===== src/rtl/mem_arbiter.sv =====
// Purpose: round-robin arbiter and sequencer for two requesters sharing one single-port word memory.
// Latency: request sampled in IDLE -> ACCESS next cycle -> ack with registered read data the cycle after (2 cycles).
// Backpressure: a requester holds req and its qualifiers until its one-cycle ack; the others wait for arbitration.
//
// Ports:
//   clk, rst                      clock and synchronous active-high reset
//   req/we/adr/wdata (0 and 1)    requester command; 0 = core load/store, 1 = debug/DMA loader
//   ack/rdata (0 and 1)           completion pulse, with read data valid while ack is high
//   mem_adr/mem_wdata/mem_we      word-aligned memory command, driven from the hold registers
//   mem_rdata                     combinational memory read data
//   busy                          high while a transfer is in ACCESS or RESP
module mem_arbiter #(
    parameter int N  = 32,
    parameter int AW = 32
) (
    input  logic          clk,
    input  logic          rst,

    input  logic          req0,
    input  logic          we0,
    input  logic [AW-1:0] adr0,
    input  logic [N-1:0]  wdata0,
    output logic          ack0,
    output logic [N-1:0]  rdata0,

    input  logic          req1,
    input  logic          we1,
    input  logic [AW-1:0] adr1,
    input  logic [N-1:0]  wdata1,
    output logic          ack1,
    output logic [N-1:0]  rdata1,

    output logic [AW-1:0] mem_adr,
    output logic [N-1:0]  mem_wdata,
    output logic          mem_we,
    input  logic [N-1:0]  mem_rdata,

    output logic          busy
);

    typedef enum logic [1:0] {
        IDLE   = 2'd0,
        ACCESS = 2'd1,
        RESP   = 2'd2
    } state_t;

    state_t          state;
    state_t          state_nxt;

    // Command captured at grant; only the word part of the address is kept.
    logic [AW-3:0]   hold_word;
    logic [N-1:0]    hold_wdata;
    logic            hold_we;
    logic            owner;      // port currently being served
    logic            last;       // port granted most recently (tie-breaker)

    logic            elig0;
    logic            elig1;
    logic            grant_vld;
    logic            grant_port;

    // Byte offset within the word is intentionally dropped: misaligned
    // addresses simply hit the containing word.
    logic            unused_byte_ofs;
    assign unused_byte_ofs = ^{adr0[1:0], adr1[1:0]};

    // ------------------------------------------------------------------
    // State register
    // ------------------------------------------------------------------
    always_ff @(posedge clk) begin
        if (rst) begin
            state <= IDLE;
        end else begin
            state <= state_nxt;
        end
    end

    // ------------------------------------------------------------------
    // Arbitration, next state and acknowledge outputs
    // ------------------------------------------------------------------
    always_comb begin
        state_nxt  = state;
        elig0      = 1'b0;
        elig1      = 1'b0;
        grant_vld  = 1'b0;
        grant_port = 1'b0;
        ack0       = 1'b0;
        ack1       = 1'b0;

        case (state)
            IDLE, RESP: begin
                // In RESP the owner's req is still high for the ack cycle;
                // it must not be mistaken for a fresh request.
                elig0 = req0 & ~((state == RESP) & (owner == 1'b0));
                elig1 = req1 & ~((state == RESP) & (owner == 1'b1));

                grant_vld  = elig0 | elig1;
                // Tie goes to the port that was not served last.
                grant_port = (elig0 & elig1) ? ~last : elig1;

                if (state == RESP) begin
                    ack0 = (owner == 1'b0);
                    ack1 = (owner == 1'b1);
                end

                state_nxt = grant_vld ? ACCESS : IDLE;
            end
            ACCESS: begin
                state_nxt = RESP;
            end
            default: begin
                state_nxt = IDLE;
            end
        endcase
    end

    // ------------------------------------------------------------------
    // Hold registers, round-robin pointer and read-data capture
    // ------------------------------------------------------------------
    always_ff @(posedge clk) begin
        if (rst) begin
            hold_word  <= '0;
            hold_wdata <= '0;
            hold_we    <= 1'b0;
            owner      <= 1'b0;
            last       <= 1'b1;
            rdata0     <= '0;
            rdata1     <= '0;
        end else begin
            if (grant_vld) begin
                hold_word  <= grant_port ? adr1[AW-1:2] : adr0[AW-1:2];
                hold_wdata <= grant_port ? wdata1 : wdata0;
                hold_we    <= grant_port ? we1 : we0;
                owner      <= grant_port;
                last       <= grant_port;
            end

            // Read data is registered at the end of ACCESS so the ack cycle
            // presents a stable value; the non-owner keeps its old data.
            if ((state == ACCESS) && !hold_we) begin
                if (owner) begin
                    rdata1 <= mem_rdata;
                end else begin
                    rdata0 <= mem_rdata;
                end
            end
        end
    end

    // ------------------------------------------------------------------
    // Memory side
    // ------------------------------------------------------------------
    assign mem_adr   = {hold_word, 2'b00};
    assign mem_wdata = hold_wdata;
    // Gating with rst keeps a write from committing on a reset edge.
    assign mem_we    = (state == ACCESS) & hold_we & ~rst;
    assign busy      = (state != IDLE);

endmodule


===== config.mk =====
export PLATFORM = sky130hd
export DESIGN_NAME = mem_arbiter
export DESIGN_NICKNAME = d
export VERILOG_FILES = /design/src/rtl/mem_arbiter.sv
export SDC_FILE = /design/constraint.sdc
export NUM_CORES = 1
export LEC_CHECK = 0
export BUFFER_PORTS_ARGS = -buffer_cell sky130_fd_sc_hd__buf_2
export CAP_MARGIN = 40
export CORE_UTILIZATION = 26
export CTS_CLUSTER_SIZE = 8
export DETAILED_ROUTE_END_ITERATION = 10
export GPL_ROUTABILITY_DRIVEN = 1
export SLEW_MARGIN = 5
export SYNTH_ARGS = -nofsm -noshare
export SYNTH_HDL_FRONTEND = slang
export SYNTH_SLANG_ARGS = --single-unit

===== constraint.sdc =====
create_clock -name clk -period 2.5 [get_ports clk]
set_input_delay 0.5 -clock clk [delete_from_list [all_inputs] [get_ports clk]]
set_output_delay 0.5 -clock clk [all_outputs]
set_load 0.01 [all_outputs]

* Word-level counts from Yosys, hierarchy flattened
Cells that the tools add are included.
** Storage, ports and cells
- Output and inout bits :: 132
- Word-level logic and storage cells :: 42
- Input port bits :: 166
- Bits in registers :: 131
** Operators by class
- Reductions and logical operators :: 7
- Eq/ne operators :: 2
- Bitwise gates (word level) :: 13
- Multiplexer cells :: 12
** Operators with widths (count)
- 32-bit two-way mux :: 1
- 30-bit two-way mux :: 1
- 1-bit two-way mux :: 9
- 1-bit bitwise AND :: 7
- 1-bit inverter :: 5
- 2-bit one-hot mux with 2 select lines :: 1
- 2-bit AND reduction :: 2
- 2-bit by 1-bit == test with 1-bit output, second input constant :: 1
- 2-bit == test, second input constant :: 1
- 2-bit logical NOT :: 1
- 2-bit nonzero test :: 1
- 2-bit OR reduction :: 1
- 1-bit logical AND :: 1
- 1-bit logical NOT :: 1
- 1-bit bitwise OR :: 1

* Longest topological paths before layout
Gate-level depths: netlist of the first run.
- Depth in word-level cells :: 8
- Mapped depth :: 7
- Mapped depth without buffers :: 4

* Least setup slack after synthesis of the first run
OpenSTA, ideal clock, no wires.
- Path type :: input port to flip-flop
- Start :: input req1
- End :: register hold_wdata[20] (netlist: mem_wdata[20])
- Data required time :: 2.367 ns
- Stages on the path :: 6
- Path slack :: 0.800 ns
- Data arrival time :: 1.566 ns
- Path buffers :: 2
- Library setup time :: 0.133 ns
- Cell sequence :: a21bo_2 > or3_1 > buf_2 > clkbuf_1 > nand2_1 > a311oi_1
** Between the ends
- Longest elaborated chain between the ends :: 5
- Elaborated cells between the ends (all ways) :: 7
- Classes of those cells :: mux: 4; bitwise: 3
** RTL lines
- start, declared :: line 26 : input logic req1,
- 1-bit bitwise AND (*) :: line 95 : elig1 = req1 & ~((state == RESP) & (owner == 1'b1));
- 1-bit bitwise AND :: line 99 : grant_port = (elig0 & elig1) ? ~last : elig1;
- 1-bit two-way mux :: line 99
- 1-bit two-way mux :: line 90 : case (state)
- 32-bit two-way mux :: line 132 : hold_wdata <= grant_port ? wdata1 : wdata0;
- end signal, assigned :: line 132
- end, declared :: line 52 : logic [N-1:0] hold_wdata;
Mark *: on every way between the ends. The rest lies on a longest branch, timed or not.
A chain may end at the register's enable or synchronous reset.

* Worst setup path after layout of the first run
- Start :: register state[0]
- End :: output mem_we
** Between the ends
- Longest elaborated chain between the ends :: 3
** RTL lines
- start, declared :: line 47 : state_t state;
- start signal, assigned :: line 74 : state <= state_nxt;
- 2-bit by 1-bit == test with 1-bit output :: line 156 : assign mem_we = (state == ACCESS) & hold_we & ~rst;
- 1-bit bitwise AND (2 in a row) :: line 156
- end, declared :: line 35 : output logic mem_we,
Every way passes these cells.

==> insert_results.sql, run 1 <==
INSERT INTO impl_metrics (metric_group, metric, value, unit) VALUES
('power', 'cellLeakagePower', '3.48', 'nW'),
('global_routing', 'track_usage', '15.7', '%'),
('worst_setup_path', 'critPathArrivalTime', '1.64', 'ns'),
('run_status', 'run_status', 'completed', ''),
('detailed_routing', 'drt_pass1_iterations', '4', ''),
('layout', 'final_layout_size_suffix_gt1_share', '36.5', '%'),
('clock_network', 'tritoncts_clock_tree', 'done', ''),
('synthesis', 'unique_masters_post_synth', '25', ''),
('clock_network', 'cts_post_setup_buffers_inserted', '0', ''),
('synthesis', 'ys_seq_elements', '131', ''),
('placement', 'place_congestion', '0.711', ''),
('die', 'placement_rows', '51', ''),
('detailed_routing', 'wirelength', '16.1', 'mm'),
('die', 'start_util', '26.5', '%'),
('synthesis', 'postSynthCellCount', '659', ''),
('clock_network', 'clock-sinks', '131', ''),
('synthesis', 'synth_area', '5160', 'um2'),
('power', 'power_per_standard_cell_area', '798', 'nW/um2'),
('detailed_routing', 'vias', '5353', ''),
('synthesis', 'yosys_warnings', '0', ''),
('layout', 'most_common_library_cell_in_the_layout_ignoring_fill_and_taps', 'sky130_fd_sc_hd__buf_2', ''),
('layout', 'layout.filler_cells', '2089', ''),
('sta', 'final_critical_period', '2.14', 'ns'),
('synthesis', 'yosysTopAreaCellShare', '50.8', '%'),
('synthesis', 'synth_top_family_by_area', 'simple AND/OR/NAND/NOR gates', ''),
('sta', 'fin_setup_tns', '0', 'ns'),
('detailed_routing', 'drtAntennaViolNets', '0', ''),
('layout', 'layout.cells.most_common_list', 'sky130_fd_sc_hd__buf_2 (290), sky130_fd_sc_hd__nand2_1 (255), sky130_fd_sc_hd__dfxtp_1 (131), sky130_fd_sc_hd__nor2_1 (66), sky130_fd_sc_hd__a21oi_1 (65)', ''),
('global_routing', 'grt_first_pass_wirelength', '24.8', 'mm'),
('die', 'die_area', '20400', 'um2'),
('placement', 'placedCellCount', '1170', ''),
('layout', 'n_antenna_cell', '0', ''),
('detailed_routing', 'drt_iter0_markers', '183', ''),
('clock_network', 'cts_hold_repair.buffers', '0', ''),
('layout', 'multi_input_comb_area', '2250', 'um2'),
('layout', 'final_cells', '1202', ''),
('synthesis', 'synth_simple_gate_area_share', '25.6', '%'),
('die', 'die_y', '143', 'um'),
('synthesis', 'post_synth_xor_area_fraction', '0', '%'),
('run', 'max_cap_viol_count', '0', ''),
('sta', 'timing.clock.skew', '0.00688', 'ns'),
('sta', 'final-hold-violation-count', '0', ''),
('synthesis', 'yosys.area_share.adder', '0', '%'),
('worst_setup_path', 'cp_max_fo', '7', ''),
('layout', 'post-route-util', '38.3', '%'),
('synthesis', 'synth.yosys.seq_area_share', '50.8', '%'),
('clock_network', 'clock_path_buffers', '2', ''),
('global_routing', 'grt-ovfl-total', '0', ''),
('power', 'vdd_ir_drop_max', '0.437', 'mV'),
('worst_setup_path', 'critical_path_required', '2.00', 'ns'),
('layout', 'layout.nets', '1090', ''),
('synthesis', 'avgSynthCellArea', '7.83', 'um2'),
('detailed_routing', 'drt-wirelength-per-cell', '13.4', 'um'),
('global_routing', 'antenna_violations_before_repair', '0', ''),
('sta', 'timing.final.crit_share', '85.6', '%'),
('worst_setup_path', 'endpoint_kind', 'output port', ''),
('die', 'core_region_area', '19500', 'um2'),
('detailed_routing', 'viasPerCell', '4.45', ''),
('synthesis', 'yosys.area.top_type', 'sky130_fd_sc_hd__dfxtp_1', ''),
('sta', 'max_slew_margin', '54.4', '%'),
('sta', 'final-setup-viol-count', '0', ''),
('sta', 'max_freq', '467', 'MHz'),
('die', 'design.portCount', '298', ''),
('global_routing', 'first_global_vias', '4940', ''),
('clock_network', 'cts_root_buffer', 'sky130_fd_sc_hd__clkbuf_16', ''),
('hold_path', 'holdCritPathClass', 'in -> reg', ''),
('sta', 'grt_setup_unrepaired', 'no', ''),
('synthesis', 'synth.area.top_cells', 'sky130_fd_sc_hd__dfxtp_1 (51%), sky130_fd_sc_hd__nand2_1 (19%), sky130_fd_sc_hd__a311oi_1 (11%)', ''),
('worst_setup_path', 'class_of_the_most_critical_setup_path', 'reg -> out', ''),
('sta', 'tightest_slew', '0.684', 'ns'),
('placement', 'place.port_buffers', '291', '');
==> layout make-up <==
cell class,count,area share (%)
Multi-Input combinational cell,468,30.2
Tap cell,265,4.45
Inverter,2,0.101
Clock buffer,17,5.71
Timing Repair Buffer,304,21.6
Clock inverter,15,2.75
Sequential cell,131,35.2
==> path summary, 6_finish.rpt <==
path	start	to	slack (ns)	cells past startpoint
max	state[0]	mem_we	0.36	4
min	rst	state[1]	0.31	2
max reg2reg	owner	mem_wdata[25]	0.61	5
min reg2reg	rdata0[16]	rdata0[16]	0.45	2
==> sequential cells by signal, indices dropped and copies added (netlist names) <==
name and cells:
hold_we 1, mem_wdata 32, hold_word 30, last 1, rdata1 32, owner 1, rdata0 32, state 2
==> cells in the mapped netlist <==
| master | count |
|---|---|
| sky130_fd_sc_hd__and3b_1 | 1 |
| sky130_fd_sc_hd__nor3b_2 | 1 |
| sky130_fd_sc_hd__nand2_1 | 255 |
| sky130_fd_sc_hd__dfxtp_1 | 131 |
| sky130_fd_sc_hd__buf_4 | 3 |
| sky130_fd_sc_hd__nor2_1 | 66 |
| sky130_fd_sc_hd__and2_1 | 1 |
| sky130_fd_sc_hd__o21ai_1 | 1 |
| sky130_fd_sc_hd__conb_1 | 1 |
| sky130_fd_sc_hd__a211oi_2 | 1 |
| sky130_fd_sc_hd__clkbuf_1 | 28 |
| sky130_fd_sc_hd__nor3_2 | 1 |
| sky130_fd_sc_hd__or2_1 | 1 |
| sky130_fd_sc_hd__a21oi_1 | 65 |
| sky130_fd_sc_hd__buf_6 | 5 |
| sky130_fd_sc_hd__or3b_1 | 1 |
| sky130_fd_sc_hd__or3_1 | 2 |
| sky130_fd_sc_hd__nor2b_1 | 1 |
| sky130_fd_sc_hd__nor3b_1 | 2 |
| sky130_fd_sc_hd__nor3_4 | 1 |
| sky130_fd_sc_hd__buf_2 | 23 |
| sky130_fd_sc_hd__nand2b_1 | 2 |
| sky130_fd_sc_hd__inv_1 | 2 |
| sky130_fd_sc_hd__a21bo_2 | 1 |
| sky130_fd_sc_hd__a311oi_1 | 63 |
==> metrics by stage <==
| stage | setup WS [ns] | instance area, um2 | power, mW | hold WS (ns) |
|---|---|---|---|---|
| 4_1_cts | 0.305 | 7450 | 6.06 | 0.284 |
| 6_report | 0.360 | 7450 | 5.95 | 0.307 |
| 3_3_place_gp | 0.439 | 6820 | 3.32 | 0.439 |
| 3_5_place_dp | 0.365 | 6820 | 3.33 | 0.442 |
| 2_1_floorplan | 0.801 | 5160 | 2.91 | 0.430 |
| 5_1_grt | 0.178 | 7450 | 6.26 | 0.293 |
==> power by group <==
part           internal [mW]  leakage [nW]  total, mW  switching [mW]
clock                   1.68         0.300       2.68           0.998
combinational          0.388          2.10      0.926           0.538
sequential              2.26          1.08       2.35          0.0893
==> per-layer routing <==
| metal | global-route usage, % | share of wire (%) |
|---|---|---|
| met1 | 17.7 | 43 |
| met2 | 27.7 | 49 |
| met4 | 5.49 | 1.0 |
| met3 | 5.03 | 6.9 |
| met5 | 0 | 0 |
==> cells by family after synthesis <==
logic type             count (synthesis)
buffers and inverters                 61
and+or+nand+nor                      335
other                                  1
AOI/OAI and AO/OA                    131
DFF                                  131
==> worst max-delay path, cell delays in order, from the launching register on <==
cell and delay [ns]:
sky130_fd_sc_hd__dfxtp_1 0.51, sky130_fd_sc_hd__nand2b_1 0.25, sky130_fd_sc_hd__nor2_1 0.18, sky130_fd_sc_hd__and2_1 0.14, sky130_fd_sc_hd__buf_2 0.16
No activity file was read; power rests on OpenSTA's default activity.
==> inputs of run 2 (changes only) <==
==> constraint.sdc (replaced) <==
create_clock -name clk -period 2.5 [get_ports clk]
set_input_delay 0.375 -clock clk [delete_from_list [all_inputs] [get_ports clk]]
set_output_delay 0.375 -clock clk [all_outputs]
set_load 0.01 [all_outputs]
==> run 2 against run 1 <==
  * Power fell by 3.3%
  * Utilization fell by 0.45 points
  * Critical path depth rose by 1
  * Sequential power barely moved
  * Count of clock-buffer cells in the layout rose by 1
  * Highest routed layer unchanged
  * Via count fell by 0.90%
  * Clock power fell by 7%
  * Worst setup slack improved by 0.16 ns
  * Non-clock buffer count fell by 3
==> insert_results.sql, run 2 (same netlist as run 1, synthesis figures left out) <==
INSERT INTO impl_metrics (metric_group, metric, value, unit) VALUES
('run_status', 'run_status', 'completed', ''),
('global_routing', 'grt_util_met3', '4.86', '%'),
('hold_path', 'min_path_cells', '2', ''),
('worst_setup_path', 'ff2ff_path_depth', '5', ''),
('hold_path', 'holdCritPathClass', 'in -> reg', ''),
('layout', 'layout.cells.most_common_list', 'sky130_fd_sc_hd__buf_2 (290), sky130_fd_sc_hd__nand2_1 (255), sky130_fd_sc_hd__dfxtp_1 (131), sky130_fd_sc_hd__nor2_1 (66), sky130_fd_sc_hd__a21oi_1 (65)', ''),
('worst_setup_path', 'critPathArrivalTime', '2.29', 'ns'),
('global_routing', 'met1_usage', '17.9', '%'),
('clock_network', 'tritoncts_clock_tree', 'done', ''),
('sta', 'whs', '0.166', 'ns'),
('sta', 'final_critical_period', '1.98', 'ns'),
('worst_setup_path', 'endpoint_kind', 'flop', ''),
('global_routing', 'grt_max_degree', '131', ''),
('layout', 'layout.nets', '1087', ''),
('sta', 'fin_setup_tns', '0', 'ns'),
('clock_network', 'clk_pin_slew', '0.06', 'ns'),
('worst_setup_path', 'cp_max_fo', '128', ''),
('clock_network', 'cts_root_buffer', 'sky130_fd_sc_hd__clkbuf_16', ''),
('run', 'max_cap_viol_count', '0', ''),
('die', 'design.portCount', '298', ''),
('layout', 'fin_area', '7360', 'um2'),
('power', 'power_per_standard_cell_area', '781', 'nW/um2'),
('clock_network', 'clock_tree.htree_level_count', '4', ''),
('sta', 'final-hold-violation-count', '0', ''),
('global_routing', 'first_global_vias', '5018', ''),
('die', 'die_x', '143', 'um'),
('detailed_routing', 'wirelength', '16.2', 'mm'),
('detailed_routing', 'drt_pass1_iterations', '4', ''),
('placement', 'place_congestion', '0.703', ''),
('worst_setup_path', 'worst_setup_path_start_kind', 'flop', ''),
('worst_setup_path', 'critical_path_required', '2.81', 'ns'),
('sta', 'max_slew_margin', '58.3', '%'),
('clock_network', 'cts_resized', '0', ''),
('detailed_routing', 'viasPerCell', '4.42', ''),
('placement', 'place.port_buffers', '291', ''),
('worst_setup_path', 'class_of_the_most_critical_setup_path', 'reg -> reg', ''),
('sta', 'final-setup-viol-count', '0', ''),
('detailed_routing', 'drt-wirelength-per-cell', '13.5', 'um'),
('detailed_routing', 'vias', '5305', ''),
('power', 'cellLeakagePower', '3.44', 'nW'),
('power', 'vdd_ir_drop_max', '0.388', 'mV'),
('clock_network', 'clock_path_buffers', '2', ''),
('placement', 'placedCellCount', '1167', ''),
('global_routing', 'antenna_violations_before_repair', '0', ''),
('die', 'start_util', '26.5', '%'),
('layout', 'n_antenna_cell', '0', ''),
('die', 'die_area', '20400', 'um2'),
('clock_network', 'clock-sinks', '131', ''),
('sta', 'finalMaxSlewViolations', '0', ''),
('detailed_routing', 'drtAntennaViolNets', '0', ''),
('sta', 'max_freq', '504', 'MHz'),
('placement', 'dpl-instance-area', '6770', 'um2'),
('layout', 'final_layout_size_suffix_gt1_share', '36.3', '%'),
('layout', 'syn2layout_area_growth', '42.8', '%'),
('layout', 'final_cells', '1199', ''),
('die', 'placement_rows', '51', ''),
('layout', 'most_common_library_cell_in_the_layout_ignoring_fill_and_taps', 'sky130_fd_sc_hd__buf_2', ''),
('detailed_routing', 'remaining_drc_errors', '0', ''),
('sta', 'tightest_slew', '0.626', 'ns'),
('global_routing', 'globalRoute.busiestLayer', 'met2', ''),
('global_routing', 'grt_first_pass_wirelength', '25.0', 'mm'),
('die', 'core_region_area', '19500', 'um2'),
('clock_network', 'cts_post_setup_buffers_inserted', '0', ''),
('clock_network', 'cts_inserted_buffers', '17', ''),
('detailed_routing', 'drt_iter0_markers', '160', ''),
('global_routing', 'grtUsageMet2', '27.1', '%'),
('global_routing', 'grt-ovfl-total', '0', ''),
('placement', 'dp_hpwl', '10.9', 'mm'),
('die', 'die_y', '143', 'um'),
('clock_network', 'clk_latency', '0.41', 'ns'),
('clock_network', 'cts_hold_repair.buffers', '0', ''),
('sta', 'grt_setup_unrepaired', 'no', ''),
('sta', 'timing.final.crit_share', '79.3', '%'),
('sta', 'timing.clock.skew', '0.00673', 'ns'),
('global_routing', 'track_usage', '15.7', '%');
[run 2: area by class of cell]
| cell class | instances | area [um2] |
|---|---|---|
| Fill cell | 2070 | 12100 |
| Sequential cell | 131 | 2620 |
| Multi-Input combinational cell | 468 | 2250 |
| Timing Repair Buffer | 301 | 1560 |
| Clock buffer | 18 | 439 |
| Tap cell | 265 | 332 |
| Clock inverter | 14 | 151 |
| Inverter | 2 | 7.51 |
[run 2: path summary, 6_finish.rpt]
path,start,to,slack [ns]
worst max-delay path,owner,hold_word[17],0.52
worst min-delay path,rst,state[1],0.17
worst max register to register,owner,hold_word[17],0.52
worst min register to register,rdata1[14],rdata1[14],0.45
[run 2: report_power, final]
group	internal (mW)	switching (mW)
Clock	1.51	0.994
Combinational	0.372	0.532
Sequential	2.26	0.0913
[run 2: critical path: stages, from the launching register on]
cell and delay (ns):
sky130_fd_sc_hd__dfxtp_1 0.40, sky130_fd_sc_hd__a21bo_2 0.28, sky130_fd_sc_hd__a211oi_4 0.29, sky130_fd_sc_hd__buf_12 0.38
sky130_fd_sc_hd__nor2_1 0.10, sky130_fd_sc_hd__a311oi_1 0.28
[run 2: through the flow]
stage                     worst slack, ns  total power [mW]  utilization [%]
after floorplan                     0.892              2.91                -
after global placement              0.576              3.30             34.8
after detailed placement            0.530              3.32             34.8
after CTS                           0.468              5.87             37.8
after global routing                0.340              6.07             37.8
final                               0.518              5.75             37.8
[run 2: routing by layer]
| layer | vias up | share of wire, % | wire length [um] |
|---|---|---|---|
| li1 | 2731 | - | - |
| met1 | 2367 | 43 | 6960 |
| met2 | 190 | 48 | 7690 |
| met3 | 17 | 7.7 | 1240 |
| met4 | 0 | 1.7 | 276 |
| met5 | - | 0 | 0 |
==> inputs of run 3 (changes only) <==
--- a/config.mk
+++ b/config.mk
@@ -5,6 +5,7 @@
 export SDC_FILE = /design/constraint.sdc
 export NUM_CORES = 1
 export LEC_CHECK = 0
+export ABC_AREA = 1
 export BUFFER_PORTS_ARGS = -buffer_cell sky130_fd_sc_hd__buf_2
 export CAP_MARGIN = 40
 export CORE_UTILIZATION = 26
==> constraint.sdc (replaced) <==
create_clock -name clk -period 2 [get_ports clk]
set_input_delay 0.3 -clock clk [delete_from_list [all_inputs] [get_ports clk]]
set_output_delay 0.3 -clock clk [all_outputs]
set_load 0.01 [all_outputs]
==> run 3 against run 2 <==
  * Count of clock-buffer cells in the layout grew 4
  * Global-route usage increased by 0.15 points
  * Non-clock buffer count up 11
  * Via count is 20% higher
  * Synthesized cell count is 31% higher
  * Sequential power increased by 26%
  * Maximum frequency rose by 24%
  * Critical path type unchanged
  * Highest routed layer is now met5
==> insert_results.sql, run 3 <==
INSERT INTO impl_metrics (metric_group, metric, value, unit) VALUES
('worst_setup_path', 'most_frequent_cell_on_the_critical_path', 'sky130_fd_sc_hd__nor2_1', ''),
('worst_setup_path', 'critical_path_required', '2.35', 'ns'),
('synthesis', 'synth-edff-count', '0', ''),
('synthesis', 'ys_seq_elements', '131', ''),
('clock_network', 'cts_post_setup_buffers_inserted', '0', ''),
('sta', 'max_freq', '626', 'MHz'),
('die', 'die_area', '23500', 'um2'),
('synthesis', 'synth.area.top_cells', 'sky130_fd_sc_hd__dfxtp_1 (44%), sky130_fd_sc_hd__nor2_1 (16%), sky130_fd_sc_hd__o21ai_0 (10%)', ''),
('placement', 'place.port_buffers', '291', ''),
('layout', 'layout.nets', '1293', ''),
('clock_network', 'clock_path_buffers', '2', ''),
('clock_network', 'clock_tree.htree_level_count', '4', ''),
('placement', 'placedCellCount', '1393', ''),
('synthesis', 'ys_async_sr_fraction', '0', '%'),
('synthesis', 'yosysTopAreaCellShare', '44.0', '%'),
('die', 'core_region_area', '22600', 'um2'),
('detailed_routing', 'wirelength', '18.8', 'mm'),
('placement', 'place_congestion', '0.785', ''),
('layout', 'post-route-util', '36.9', '%'),
('sta', 'final-setup-viol-count', '0', ''),
('clock_network', 'clock-sinks', '131', ''),
('clock_network', 'cts_inserted_buffers', '17', ''),
('worst_setup_path', 'cp_max_stage_cell', 'sky130_fd_sc_hd__dfxtp_1', ''),
('worst_setup_path', 'crit_path_max_incr_delay', '0.36', 'ns'),
('run', 'max_cap_viol_count', '0', ''),
('global_routing', 'grt_max_degree', '76', ''),
('synthesis', 'postSynthCellCount', '863', ''),
('detailed_routing', 'vias', '6355', ''),
('detailed_routing', 'drt_iter0_markers', '418', ''),
('synthesis', 'synth_area', '5960', 'um2'),
('worst_setup_path', 'path_cells', 'inv_2 > nand3_2 > nand2_2 > inv_4 > buf_4 > nand3_1 > nand2_1 > nor2_1 > nor2_1', ''),
('synthesis', 'dominantRegCellSynth', 'sky130_fd_sc_hd__dfxtp_1', ''),
('sta', 'final-hold-violation-count', '0', ''),
('synthesis', 'yosys.area.top_type', 'sky130_fd_sc_hd__dfxtp_1', ''),
('synthesis', 'synth.most_common_cell', 'sky130_fd_sc_hd__nor2_1', ''),
('sta', 'final_critical_period', '1.60', 'ns'),
('synthesis', 'synth.yosys.seq_area_share', '44.0', '%'),
('clock_network', 'cts_hold_repair.buffers', '0', ''),
('global_routing', 'grt_first_pass_wirelength', '29.7', 'mm'),
('clock_network', 'clk_latency', '0.41', 'ns'),
('sta', 'finalMaxSlewViolations', '0', ''),
('detailed_routing', 'viasPerCell', '4.46', ''),
('worst_setup_path', 'cp_top_family', 'buffers and inverters', ''),
('sta', 'timing.final.crit_share', '79.9', '%'),
('sta', 'timing.clock.skew', '0.00828', 'ns'),
('synthesis', 'yosys_warnings', '0', ''),
('worst_setup_path', 'critPathArrivalTime', '1.95', 'ns'),
('die', 'placement_rows', '55', ''),
('global_routing', 'antenna_violations_before_repair', '2', ''),
('layout', 'most_common_library_cell_in_the_layout_ignoring_fill_and_taps', 'sky130_fd_sc_hd__buf_2', ''),
('sta', 'grt_setup_unrepaired', 'no', ''),
('layout', 'layout.cells.most_common_list', 'sky130_fd_sc_hd__buf_2 (291), sky130_fd_sc_hd__nor2_1 (256), sky130_fd_sc_hd__dfxtp_1 (131), sky130_fd_sc_hd__o21ai_0 (121), sky130_fd_sc_hd__inv_1 (70)', ''),
('layout', 'final_cells', '1426', ''),
('worst_setup_path', 'worst_setup_path_start_kind', 'flop', ''),
('global_routing', 'track_usage', '15.8', '%'),
('die', 'start_util', '26.4', '%'),
('layout', 'final_layout_size_suffix_gt1_share', '33.7', '%'),
('worst_setup_path', 'endpoint_kind', 'flop', ''),
('global_routing', 'first_global_vias', '5799', ''),
('clock_network', 'cts_resized', '0', ''),
('power', 'vdd_ir_drop_max', '0.521', 'mV'),
('worst_setup_path', 'critPathBufInv', '3', ''),
('synthesis', 'synth_common_cells', 'sky130_fd_sc_hd__nor2_1 (258), sky130_fd_sc_hd__dfxtp_1 (131), sky130_fd_sc_hd__o21ai_0 (121)', ''),
('layout', 'syn2layout_area_growth', '39.7', '%'),
('detailed_routing', 'drt-wirelength-per-cell', '13.2', 'um'),
('worst_setup_path', 'cp_max_fo', '26', ''),
('detailed_routing', 'drtAntennaViolNets', '0', ''),
('die', 'design.portCount', '298', ''),
('detailed_routing', 'remaining_drc_errors', '0', ''),
('sta', 'fin_setup_tns', '0', 'ns'),
('power', 'cellLeakagePower', '4.42', 'nW'),
('synthesis', 'avgSynthCellArea', '6.91', 'um2'),
('clock_network', 'tritoncts_clock_tree', 'done', ''),
('synthesis', 'unique_masters_post_synth', '20', ''),
('clock_network', 'cts_root_buffer', 'sky130_fd_sc_hd__clkbuf_16', ''),
('global_routing', 'grt-ovfl-total', '0', ''),
('detailed_routing', 'drt_pass1_iterations', '5', ''),
('power', 'power_per_standard_cell_area', '935', 'nW/um2'),
('hold_path', 'holdCritPathClass', 'in -> reg', ''),
('run_status', 'run_status', 'completed', ''),
('die', 'die_x', '153', 'um'),
('clock_network', 'clk_pin_slew', '0.06', 'ns'),
('placement', 'dp_hpwl', '12.9', 'mm'),
('sta', 'whs', '0.121', 'ns'),
('die', 'die_y', '153', 'um'),
('worst_setup_path', 'class_of_the_most_critical_setup_path', 'reg -> reg', '');
==> run 3: changes by cell type in the layout (fill, tap and decap cells not counted), sizes merged, moves of 63 or more <==
cell	change
a311oi	-63
inv	+69
nand3	+70
nand2	-188
nor2	+192
o21ai	+126
==> run 3: logic make-up after synthesis <==
logic type | count (synthesis) | share of synthesized area, %
other | 1 | 0.0629
AOI/OAI and AO/OA | 192 | 18.0
DFF | 131 | 44.0
and+or+nand+nor | 398 | 27.0
buffers and inverters | 141 | 11.0
==> run 3: worst paths after layout <==
check	startpoint	end	slack (ns)	cells after the start
setup / recovery	state[0]	mem_wdata[14]	0.40	9
hold / removal	rst	owner	0.12	2
setup reg to reg	state[0]	mem_wdata[14]	0.40	9
hold reg to reg	rdata1[6]	rdata1[6]	0.50	2
==> run 3: routing by layer <==
layer  up-vias  routed length, um  global-route usage [%]
met5         -                 13                       0
met4         2                397                    5.81
met3        25               1190                    4.65
met2       206               9150                    27.2
met1      2853               8050                    18.5
li1       3269                  -                       -
==> run 3: final cells by class <==
class,instances,area [um2]
well taps,285,357
multi-input cells,592,2710
clock buffers,22,474
repair buffers,312,1740
fillers,2462,14200
clock inverters,10,146
inverters,73,277
flip-flops and latches,131,2620
diodes,1,2.50
==> run 3: worst reg2reg max path: stages, from the launching register on <==
cell	delay (ns)
sky130_fd_sc_hd__dfxtp_1	0.36
sky130_fd_sc_hd__inv_2	0.09
sky130_fd_sc_hd__nand3_2	0.08
sky130_fd_sc_hd__nand2_2	0.12
sky130_fd_sc_hd__inv_4	0.34
sky130_fd_sc_hd__buf_4	0.26
sky130_fd_sc_hd__nand3_1	0.10
sky130_fd_sc_hd__nand2_1	0.09
sky130_fd_sc_hd__nor2_1	0.04
sky130_fd_sc_hd__nor2_1	0.07
==> run 3: report_power, final <==
group          internal, mW  switching, mW
registers              2.85          0.107
clock network          2.08           1.23
logic                 0.616          0.906
==> run 3: per-stage QoR <==
| stage | area, um2 | worst slack, ns | total power, mW |
|---|---|---|---|
| final | 8330 | 0.402 | 7.79 |
| after global routing | 8330 | 0.218 | 8.22 |
| after CTS | 8330 | 0.371 | 7.91 |
| after detailed placement | 7710 | 0.373 | 4.55 |
| after global placement | 7710 | 0.377 | 4.54 |
| after floorplan | 5970 | 0.709 | 3.93 |
